`src/rtl/branch_recovery_ctrl_if.sv`:
```
// branch_recovery_ctrl_if: groups every signal between the branch recovery
// controller and its neighbours (branch FU, ROB, rename map, fetch).
//   master : environment side; drives branch results, rob_head and restore_ack
//   slave  : controller side; drives flush, restore, redirect, checkpoint-free,
//            stall and error outputs
interface branch_recovery_ctrl_if #(
  parameter int unsigned ROB_TAG_W = 5,
  parameter int unsigned XLEN      = 32
);
  logic                 b_done;
  logic                 b_mispredict;
  logic                 b_hit;
  logic [ROB_TAG_W-1:0] b_rob_tag;
  logic [XLEN-1:0]      b_target_pc;
  logic [ROB_TAG_W-1:0] rob_head;
  logic                 restore_ack;

  logic                 flush_valid;
  logic [ROB_TAG_W-1:0] flush_tag;
  logic                 restore_req;
  logic [ROB_TAG_W-1:0] restore_tag;
  logic                 redirect_valid;
  logic [XLEN-1:0]      redirect_pc;
  logic                 ckpt_free_valid;
  logic [ROB_TAG_W-1:0] ckpt_free_tag;
  logic                 frontend_stall;
  logic                 recover_err;

  modport master (
    output b_done, b_mispredict, b_hit, b_rob_tag, b_target_pc, rob_head, restore_ack,
    input  flush_valid, flush_tag, restore_req, restore_tag, redirect_valid, redirect_pc,
           ckpt_free_valid, ckpt_free_tag, frontend_stall, recover_err
  );

  modport slave (
    input  b_done, b_mispredict, b_hit, b_rob_tag, b_target_pc, rob_head, restore_ack,
    output flush_valid, flush_tag, restore_req, restore_tag, redirect_valid, redirect_pc,
           ckpt_free_valid, ckpt_free_tag, frontend_stall, recover_err
  );
endinterface

```
`src/rtl/branch_recovery_ctrl.sv`:
```
// branch_recovery_ctrl: sequences branch misprediction recovery.
// Latches the oldest outstanding mispredict (tag, target PC) and steps
// FLUSH -> RESTORE -> REDIRECT, letting strictly older mispredicts restart the
// sequence. Correctly predicted branches release their checkpoint.
// Ports:
//   clk, reset : clock and synchronous active-high reset
//   io (slave) : branch FU inputs, rob_head, restore_ack in; flush, restore,
//                redirect, checkpoint-free pulses, frontend_stall, recover_err out
// Optional feature: define BRCTL_RESTORE_TIMEOUT_EN to build the RESTORE
// watchdog (TIMEOUT_CYCLES) and the sticky recover_err flag.
module branch_recovery_ctrl #(
  parameter int unsigned ROB_TAG_W      = 5,
  parameter int unsigned XLEN           = 32
`ifdef BRCTL_RESTORE_TIMEOUT_EN
  , parameter int unsigned TIMEOUT_CYCLES = 16
`endif
) (
  input logic                    clk,
  input logic                    reset,
  branch_recovery_ctrl_if.slave  io
);

  localparam logic [1:0] S_IDLE     = 2'd0;
  localparam logic [1:0] S_FLUSH    = 2'd1;
  localparam logic [1:0] S_RESTORE  = 2'd2;
  localparam logic [1:0] S_REDIRECT = 2'd3;

  logic [1:0]           state, state_next;
  logic [ROB_TAG_W-1:0] lat_tag, lat_tag_next;
  logic [XLEN-1:0]      lat_pc, lat_pc_next;

  logic                 flush_valid, flush_valid_next;
  logic [ROB_TAG_W-1:0] flush_tag, flush_tag_next;
  logic                 restore_req, restore_req_next;
  logic [ROB_TAG_W-1:0] restore_tag, restore_tag_next;
  logic                 redirect_valid, redirect_valid_next;
  logic [XLEN-1:0]      redirect_pc, redirect_pc_next;
  logic                 free_valid, free_valid_next;
  logic [ROB_TAG_W-1:0] free_tag, free_tag_next;
  logic                 stall, stall_next;

  logic                 mp, hit, older;

`ifdef BRCTL_RESTORE_TIMEOUT_EN
  localparam int unsigned CNT_W = $clog2(TIMEOUT_CYCLES + 1);
  logic [CNT_W-1:0] cnt, cnt_next;
  logic             err, err_next;
`endif

  // Age relative to the ROB head; modular subtraction handles wrap.
  function automatic logic [ROB_TAG_W-1:0] age_of(input logic [ROB_TAG_W-1:0] tag,
                                                  input logic [ROB_TAG_W-1:0] head);
    age_of = tag - head;
  endfunction

  // Next-state, latch and registered-output decode.
  always_comb begin
    state_next    = state;
    lat_tag_next  = lat_tag;
    lat_pc_next   = lat_pc;
    free_valid_next = 1'b0;
    free_tag_next   = '0;
`ifdef BRCTL_RESTORE_TIMEOUT_EN
    cnt_next = '0;
    err_next = err;
`endif

    mp    = io.b_done & io.b_mispredict;
    hit   = io.b_done & io.b_hit;
    older = age_of(io.b_rob_tag, io.rob_head) < age_of(lat_tag, io.rob_head);

    case (state)
      S_IDLE: begin
        if (mp) begin
          lat_tag_next = io.b_rob_tag;
          lat_pc_next  = io.b_target_pc;
          state_next   = S_FLUSH;
        end else if (hit) begin
          free_valid_next = 1'b1;
          free_tag_next   = io.b_rob_tag;
        end
      end
      S_FLUSH:    state_next = S_RESTORE;
      S_RESTORE: begin
        if (io.restore_ack) begin
          state_next = S_REDIRECT;
        end
`ifdef BRCTL_RESTORE_TIMEOUT_EN
        else if (cnt == CNT_W'(TIMEOUT_CYCLES - 1)) begin
          state_next = S_REDIRECT;
          err_next   = 1'b1;
        end else begin
          cnt_next = cnt + CNT_W'(1);
        end
`endif
      end
      S_REDIRECT: state_next = S_IDLE;
      default:    state_next = S_IDLE;
    endcase

    // A strictly older mispredict restarts recovery and wins over any pending
    // transition, so a redirect that would have been issued is never emitted.
    if (state != S_IDLE) begin
      if (mp && older) begin
        lat_tag_next = io.b_rob_tag;
        lat_pc_next  = io.b_target_pc;
        state_next   = S_FLUSH;
`ifdef BRCTL_RESTORE_TIMEOUT_EN
        cnt_next     = '0;
`endif
      end
      if (hit && older) begin
        free_valid_next = 1'b1;
        free_tag_next   = io.b_rob_tag;
      end
    end

    // Outputs follow the state being entered; tags/PC read zero when idle.
    flush_valid_next    = (state_next == S_FLUSH);
    flush_tag_next      = flush_valid_next ? lat_tag_next : '0;
    restore_req_next    = (state_next == S_RESTORE);
    restore_tag_next    = restore_req_next ? lat_tag_next : '0;
    redirect_valid_next = (state_next == S_REDIRECT);
    redirect_pc_next    = redirect_valid_next ? lat_pc_next : '0;
    stall_next          = (state_next != S_IDLE);
  end

  // State, latch and output registers.
  always_ff @(posedge clk) begin
    if (reset) begin
      state          <= S_IDLE;
      lat_tag        <= '0;
      lat_pc         <= '0;
      flush_valid    <= 1'b0;
      flush_tag      <= '0;
      restore_req    <= 1'b0;
      restore_tag    <= '0;
      redirect_valid <= 1'b0;
      redirect_pc    <= '0;
      free_valid     <= 1'b0;
      free_tag       <= '0;
      stall          <= 1'b0;
`ifdef BRCTL_RESTORE_TIMEOUT_EN
      cnt            <= '0;
      err            <= 1'b0;
`endif
    end else begin
      state          <= state_next;
      lat_tag        <= lat_tag_next;
      lat_pc         <= lat_pc_next;
      flush_valid    <= flush_valid_next;
      flush_tag      <= flush_tag_next;
      restore_req    <= restore_req_next;
      restore_tag    <= restore_tag_next;
      redirect_valid <= redirect_valid_next;
      redirect_pc    <= redirect_pc_next;
      free_valid     <= free_valid_next;
      free_tag       <= free_tag_next;
      stall          <= stall_next;
`ifdef BRCTL_RESTORE_TIMEOUT_EN
      cnt            <= cnt_next;
      err            <= err_next;
`endif
    end
  end

  assign io.flush_valid     = flush_valid;
  assign io.flush_tag       = flush_tag;
  assign io.restore_req     = restore_req;
  assign io.restore_tag     = restore_tag;
  assign io.redirect_valid  = redirect_valid;
  assign io.redirect_pc     = redirect_pc;
  assign io.ckpt_free_valid = free_valid;
  assign io.ckpt_free_tag   = free_tag;
  assign io.frontend_stall  = stall;
`ifdef BRCTL_RESTORE_TIMEOUT_EN
  assign io.recover_err     = err;
`else
  assign io.recover_err     = 1'b0;
`endif

endmodule

```
`src/flat_wrapper.sv`:
```
// flat-port wrapper written by rule: the top's interface ports become plain ports
module branch_recovery_ctrl_flat 
#(
  parameter int unsigned ROB_TAG_W      = 5,
  parameter int unsigned XLEN           = 32

)
  (clk, reset, io_b_done, io_b_mispredict, io_b_hit, io_b_rob_tag, io_b_target_pc, io_rob_head, io_restore_ack, io_flush_valid, io_flush_tag, io_restore_req, io_restore_tag, io_redirect_valid, io_redirect_pc, io_ckpt_free_valid, io_ckpt_free_tag, io_frontend_stall, io_recover_err);
  branch_recovery_ctrl_if #(.ROB_TAG_W(ROB_TAG_W), .XLEN(XLEN)) io_i ();
  input logic clk;
  input logic reset;
  input wire logic [$bits(io_i.b_done)-1:0] io_b_done;
  input wire logic [$bits(io_i.b_mispredict)-1:0] io_b_mispredict;
  input wire logic [$bits(io_i.b_hit)-1:0] io_b_hit;
  input wire logic [$bits(io_i.b_rob_tag)-1:0] io_b_rob_tag;
  input wire logic [$bits(io_i.b_target_pc)-1:0] io_b_target_pc;
  input wire logic [$bits(io_i.rob_head)-1:0] io_rob_head;
  input wire logic [$bits(io_i.restore_ack)-1:0] io_restore_ack;
  output wire logic [$bits(io_i.flush_valid)-1:0] io_flush_valid;
  output wire logic [$bits(io_i.flush_tag)-1:0] io_flush_tag;
  output wire logic [$bits(io_i.restore_req)-1:0] io_restore_req;
  output wire logic [$bits(io_i.restore_tag)-1:0] io_restore_tag;
  output wire logic [$bits(io_i.redirect_valid)-1:0] io_redirect_valid;
  output wire logic [$bits(io_i.redirect_pc)-1:0] io_redirect_pc;
  output wire logic [$bits(io_i.ckpt_free_valid)-1:0] io_ckpt_free_valid;
  output wire logic [$bits(io_i.ckpt_free_tag)-1:0] io_ckpt_free_tag;
  output wire logic [$bits(io_i.frontend_stall)-1:0] io_frontend_stall;
  output wire logic [$bits(io_i.recover_err)-1:0] io_recover_err;
  assign io_i.b_done = io_b_done;
  assign io_i.b_mispredict = io_b_mispredict;
  assign io_i.b_hit = io_b_hit;
  assign io_i.b_rob_tag = io_b_rob_tag;
  assign io_i.b_target_pc = io_b_target_pc;
  assign io_i.rob_head = io_rob_head;
  assign io_i.restore_ack = io_restore_ack;
  assign io_flush_valid = io_i.flush_valid;
  assign io_flush_tag = io_i.flush_tag;
  assign io_restore_req = io_i.restore_req;
  assign io_restore_tag = io_i.restore_tag;
  assign io_redirect_valid = io_i.redirect_valid;
  assign io_redirect_pc = io_i.redirect_pc;
  assign io_ckpt_free_valid = io_i.ckpt_free_valid;
  assign io_ckpt_free_tag = io_i.ckpt_free_tag;
  assign io_frontend_stall = io_i.frontend_stall;
  assign io_recover_err = io_i.recover_err;
  branch_recovery_ctrl #(.ROB_TAG_W(ROB_TAG_W), .XLEN(XLEN)) u_core (.clk(clk), .reset(reset), .io(io_i));
endmodule
```
`config.mk`:
```
export PLATFORM = sky130hd
export DESIGN_NAME = branch_recovery_ctrl_flat
export DESIGN_NICKNAME = d
export VERILOG_FILES = /design/src/rtl/branch_recovery_ctrl_if.sv /design/src/rtl/branch_recovery_ctrl.sv /design/src/flat_wrapper.sv
export SDC_FILE = /design/constraint.sdc
export NUM_CORES = 1
export LEC_CHECK = 0
export CAP_MARGIN = 20
export CORE_MARGIN = 4
export CORE_UTILIZATION = 47
export CTS_CLUSTER_SIZE = 40
export DETAILED_ROUTE_END_ITERATION = 8
export PLACE_DENSITY = 0.77
export SETUP_SLACK_MARGIN = 0.5
export SYNTH_ARGS = -nofsm -noshare
export SYNTH_HDL_FRONTEND = slang
export SYNTH_SLANG_ARGS = --single-unit
```
`constraint.sdc`:
```
create_clock -name clk -period 4.4 [get_ports clk]
set_input_delay 0.88 -clock clk [delete_from_list [all_inputs] [get_ports clk]]
set_output_delay 0.88 -clock clk [all_outputs]
set_load 0.01 [all_outputs]
```
==> flow_metrics.tcl <==
set metrics [dict create \
    grt_max_degree 41 \
    ant_nets 0 \
    power.total_mw 1.77 \
    synth_compound_area_share_pct 16.2 \
    holdCritStartpoint "u_core.lat_pc[9]" \
    drive_above_1_share_pct 7.44 \
    die_h_um 94.0 \
    drc 0 \
    n_antenna_cell 0 \
    dpl-instance-area_um2 4540 \
    p_leak_nw 1.75 \
    synth.area.mux_share_pct 0 \
    synthArstFlopShare_pct 0 \
    yosys_warnings 0 \
    worstRegToRegCells 15 \
    hold_end "u_core.lat_pc[9]" \
    dieArea_um2 8830 \
    numCtsBuffers 9 \
    via_count 3049 \
    synth_top_area_share_pct 52.5 \
    crit_start "io_rob_head[0]" \
    nets 541 \
    ctsRootBufferMaster "clkbuf_8" \
    synth_fa_ha_area_share_pct 5.48 \
    wl_met3_um 514 \
    pwr-share-seq_pct 49.7 \
    slew_violations 0 \
    p_int_mw 1.29 \
    synth-seq-area-share_pct 52.5 \
    insertion_delay_ns 0.35 \
    outcome "complete, no violations" \
    synth-edff-count 0 \
    port-buffer-count 99 \
    synthTopCellsByArea "dfxtp_1 (52%), a21oi_1 (12%), nand2_1 (8.3%)" \
    grt_setup_unrepaired "yes" \
    crit_path_max_fanout 6 \
    grt_pass1_vias 2902 \
    antenna_found_initial 0 \
    drtPass1Iterations 4 \
    ys_types 31 \
    max-vdd-ir-drop_mv 0.177 \
    synth_area_leader_cell "dfxtp_1" \
    p_clk_share_pct 31.7 \
    hp-class "reg -> reg" \
    max-slew-margin-rel_pct 35.4 \
    end_kind "flop" \
    dp_hpwl_mm 5.76 \
    r2r-end "u_core.io.frontend_stall" \
    synth.ff_latch_count 91 \
    core_area_um2 7210 \
    num_io_pins 101 \
    design_area_um2 4770 \
    synth_area_per_cell_um2 9.07 \
    post_drt_via_cell_ratio 5.23 \
    routed.top_layer "met4" \
    grt_util_all_layers_pct 19.4 \
    initial_core_util_pct 48.1 \
    crit_type "in -> reg" \
    critPathLaunchType "input pin" \
    power_switching_mw 0.486 \
    hold_viol 0 \
    finalSetupTns_ns 0 \
    synth_xor_area_share_pct 2.27 \
    fmax_mhz 265 \
    p_sw_share_pct 27.4 \
    grt_pass1_wl_mm 13.5 \
    cts_tree "done" \
    synthFlopType "dfxtp_1" \
    cp.required_ns 4.62 \
    drt-met1-wl_mm 3.67 \
    p_per_area_nw_per_um2 371 \
    path_clk_slew_ns 0.09 \
    die_w_um 94.0 \
    grt_overflow 0 \
    finalSetupViolations 0 \
    cp_data_arrival_time_ns 4.00 \
    tightest_slew_ns 0.967 \
    drtIter0Drc 139 \
    place.gp.congestion 0.771 \
    fin_crit_ns 3.78 \
    rrSetupSlack_ns 1.29 \
    wl_per_cell_um 14.5 \
    worst_clock_skew_ns 0.00984 \
    drt-total-wl_mm 8.48 \
    syn_area_um2 3470 \
    synth_top_family_by_area "simple AND/OR/NAND/NOR gates" \
    synthesis.nets 445 \
    clock_sinks 91 \
    r2r_start "u_core.lat_tag[0]" \
    fin_crit_sh_pct 85.9 \
    combPwrFrac_pct 18.6 \
    holdWs_ns 0.458 \
    whs_path_depth 2 \
    met2_length_mm 4.15 \
    hold_buffers 0 \
    cap_violations 0 \
    netlist_instances 383 \
    final_util_pct 66.2 \
    cts_buffer_depth 2 \
    htreeDepth 3 \
    syn_to_final_growth_pct 37.5 \
    row_count 31 \
    synthSimpleGateAreaFrac_pct 18.0 \
]
layout by cell type, fill, tap and decap left out, drive strengths merged:
cell	synthesis	final
clkinvlp	0	1
o2111a	1	1
conb	1	1
xnor2	6	6
nand3	1	1
nor2b	1	1
a211oi	1	1
a21oi	82	82
o211ai	2	2
clkinv	0	2
clkdlybuf4s50	0	99
clkbuf	10	11
and2b	1	1
inv	10	11
o21ai	4	4
nor3	1	1
xor2	3	3
nand4	37	37
fa	2	2
a31oi	1	1
a41oi	1	1
dfxtp	91	91
nand2	77	77
buf	18	14
ha	12	12
bufinv	0	1
and2	10	10
a21o	5	5
nor2	5	5
through the flow:
step                      setup WS [ns]  instances
after floorplan                    1.09        383
after global placement            0.241        562
after detailed placement          0.142        562
after CTS                         0.608        580
after global routing              0.434        583
final                             0.620        583
area by class of cell:
cell class / instances / area, µm²
multi-input cells: 254 / 1470
repair buffers: 113 / 1120
inverters: 10 / 37.5
well taps: 99 / 124
fillers: 596 / 2440
clock buffers: 11 / 141
clock inverters: 5 / 60.1
flip-flops and latches: 91 / 1820
power by group through the flow:
stage | logic, mW | clock network [mW] | registers, mW
global route | 0.363 | 0.610 | 0.885
detailed placement | 0.320 | 0 | 0.899
CTS | 0.326 | 0.577 | 0.880
global placement | 0.310 | 0 | 0.898
floorplan | 0.191 | 0 | 0.903
finish | 0.330 | 0.562 | 0.880
state kept, by name (all words and copies together), names as in the netlist:
name and count:
u_core.io.redirect_pc 32, u_core.lat_pc 32, u_core.io.ckpt_free_tag 5, u_core.io.flush_tag 5
u_core.io.restore_tag 5, u_core.lat_tag 5, u_core.state 2, u_core.io.ckpt_free_valid 1
u_core.io.flush_valid 1, u_core.io.frontend_stall 1, u_core.io.redirect_valid 1, u_core.io.restore_req 1
kinds of logic after synthesis:
kind of cell	count (synthesis)
and+or+nand+nor	133
AOI/OAI and AO/OA	97
DFF	91
buffers and inverters	38
adders and majority gates	14
xor gates and xnor gates	9
other	1
worst max-delay path by stage:
stage / endpoint / cells past startpoint
detailed placement: u_core.io.redirect_pc[16] / 14
global route: u_core.io.redirect_pc[16] / 16
CTS: u_core.io.redirect_pc[30] / 14
finish: u_core.io.frontend_stall / 15
global placement: u_core.io.redirect_pc[5] / 14
floorplan: u_core.io.redirect_pc[14] / 13
per-layer routing:
metal  up-vias  global-route usage [%]
met4         0                    8.54
met3        14                    3.77
li1       1511                       -
met5         -                       0
met2       101                    31.5
met1      1423                    24.9
synthesized netlist by cell type (2+ instances only):
library cell	number
clkbuf_1	10
o21ai_0	3
xnor2_1	6
buf_2	8
buf_4	6
xor2_1	3
nor2_1	5
fa_1	2
buf_6	2
a21oi_1	80
ha_1	12
and2_1	10
dfxtp_1	91
buf_1	2
a21oi_2	2
inv_1	10
nand4_1	37
a21o_1	5
nand2_1	77
worst max-delay path, stage by stage:
cell	delay, ns
clkdlybuf4s50_1	0.51
ha_1	0.15
inv_1	0.06
fa_1	0.44
a21o_1	0.17
a21oi_1	0.17
xnor2_1	0.10
ha_1	0.32
a21oi_2	0.09
o211ai_1	0.27
buf_4	0.18
a21oi_4	0.04
buf_4	0.18
a21oi_1	0.31
o21ai_0	0.12
timing repair:
action                     4_1_cts  5_1_grt
gates resized for setup          0        0
buffers inserted                 2        3
setup endpoints to repair        1       19
pin swaps                        0        1
Note: power is estimated with default switching activity, not from simulation.
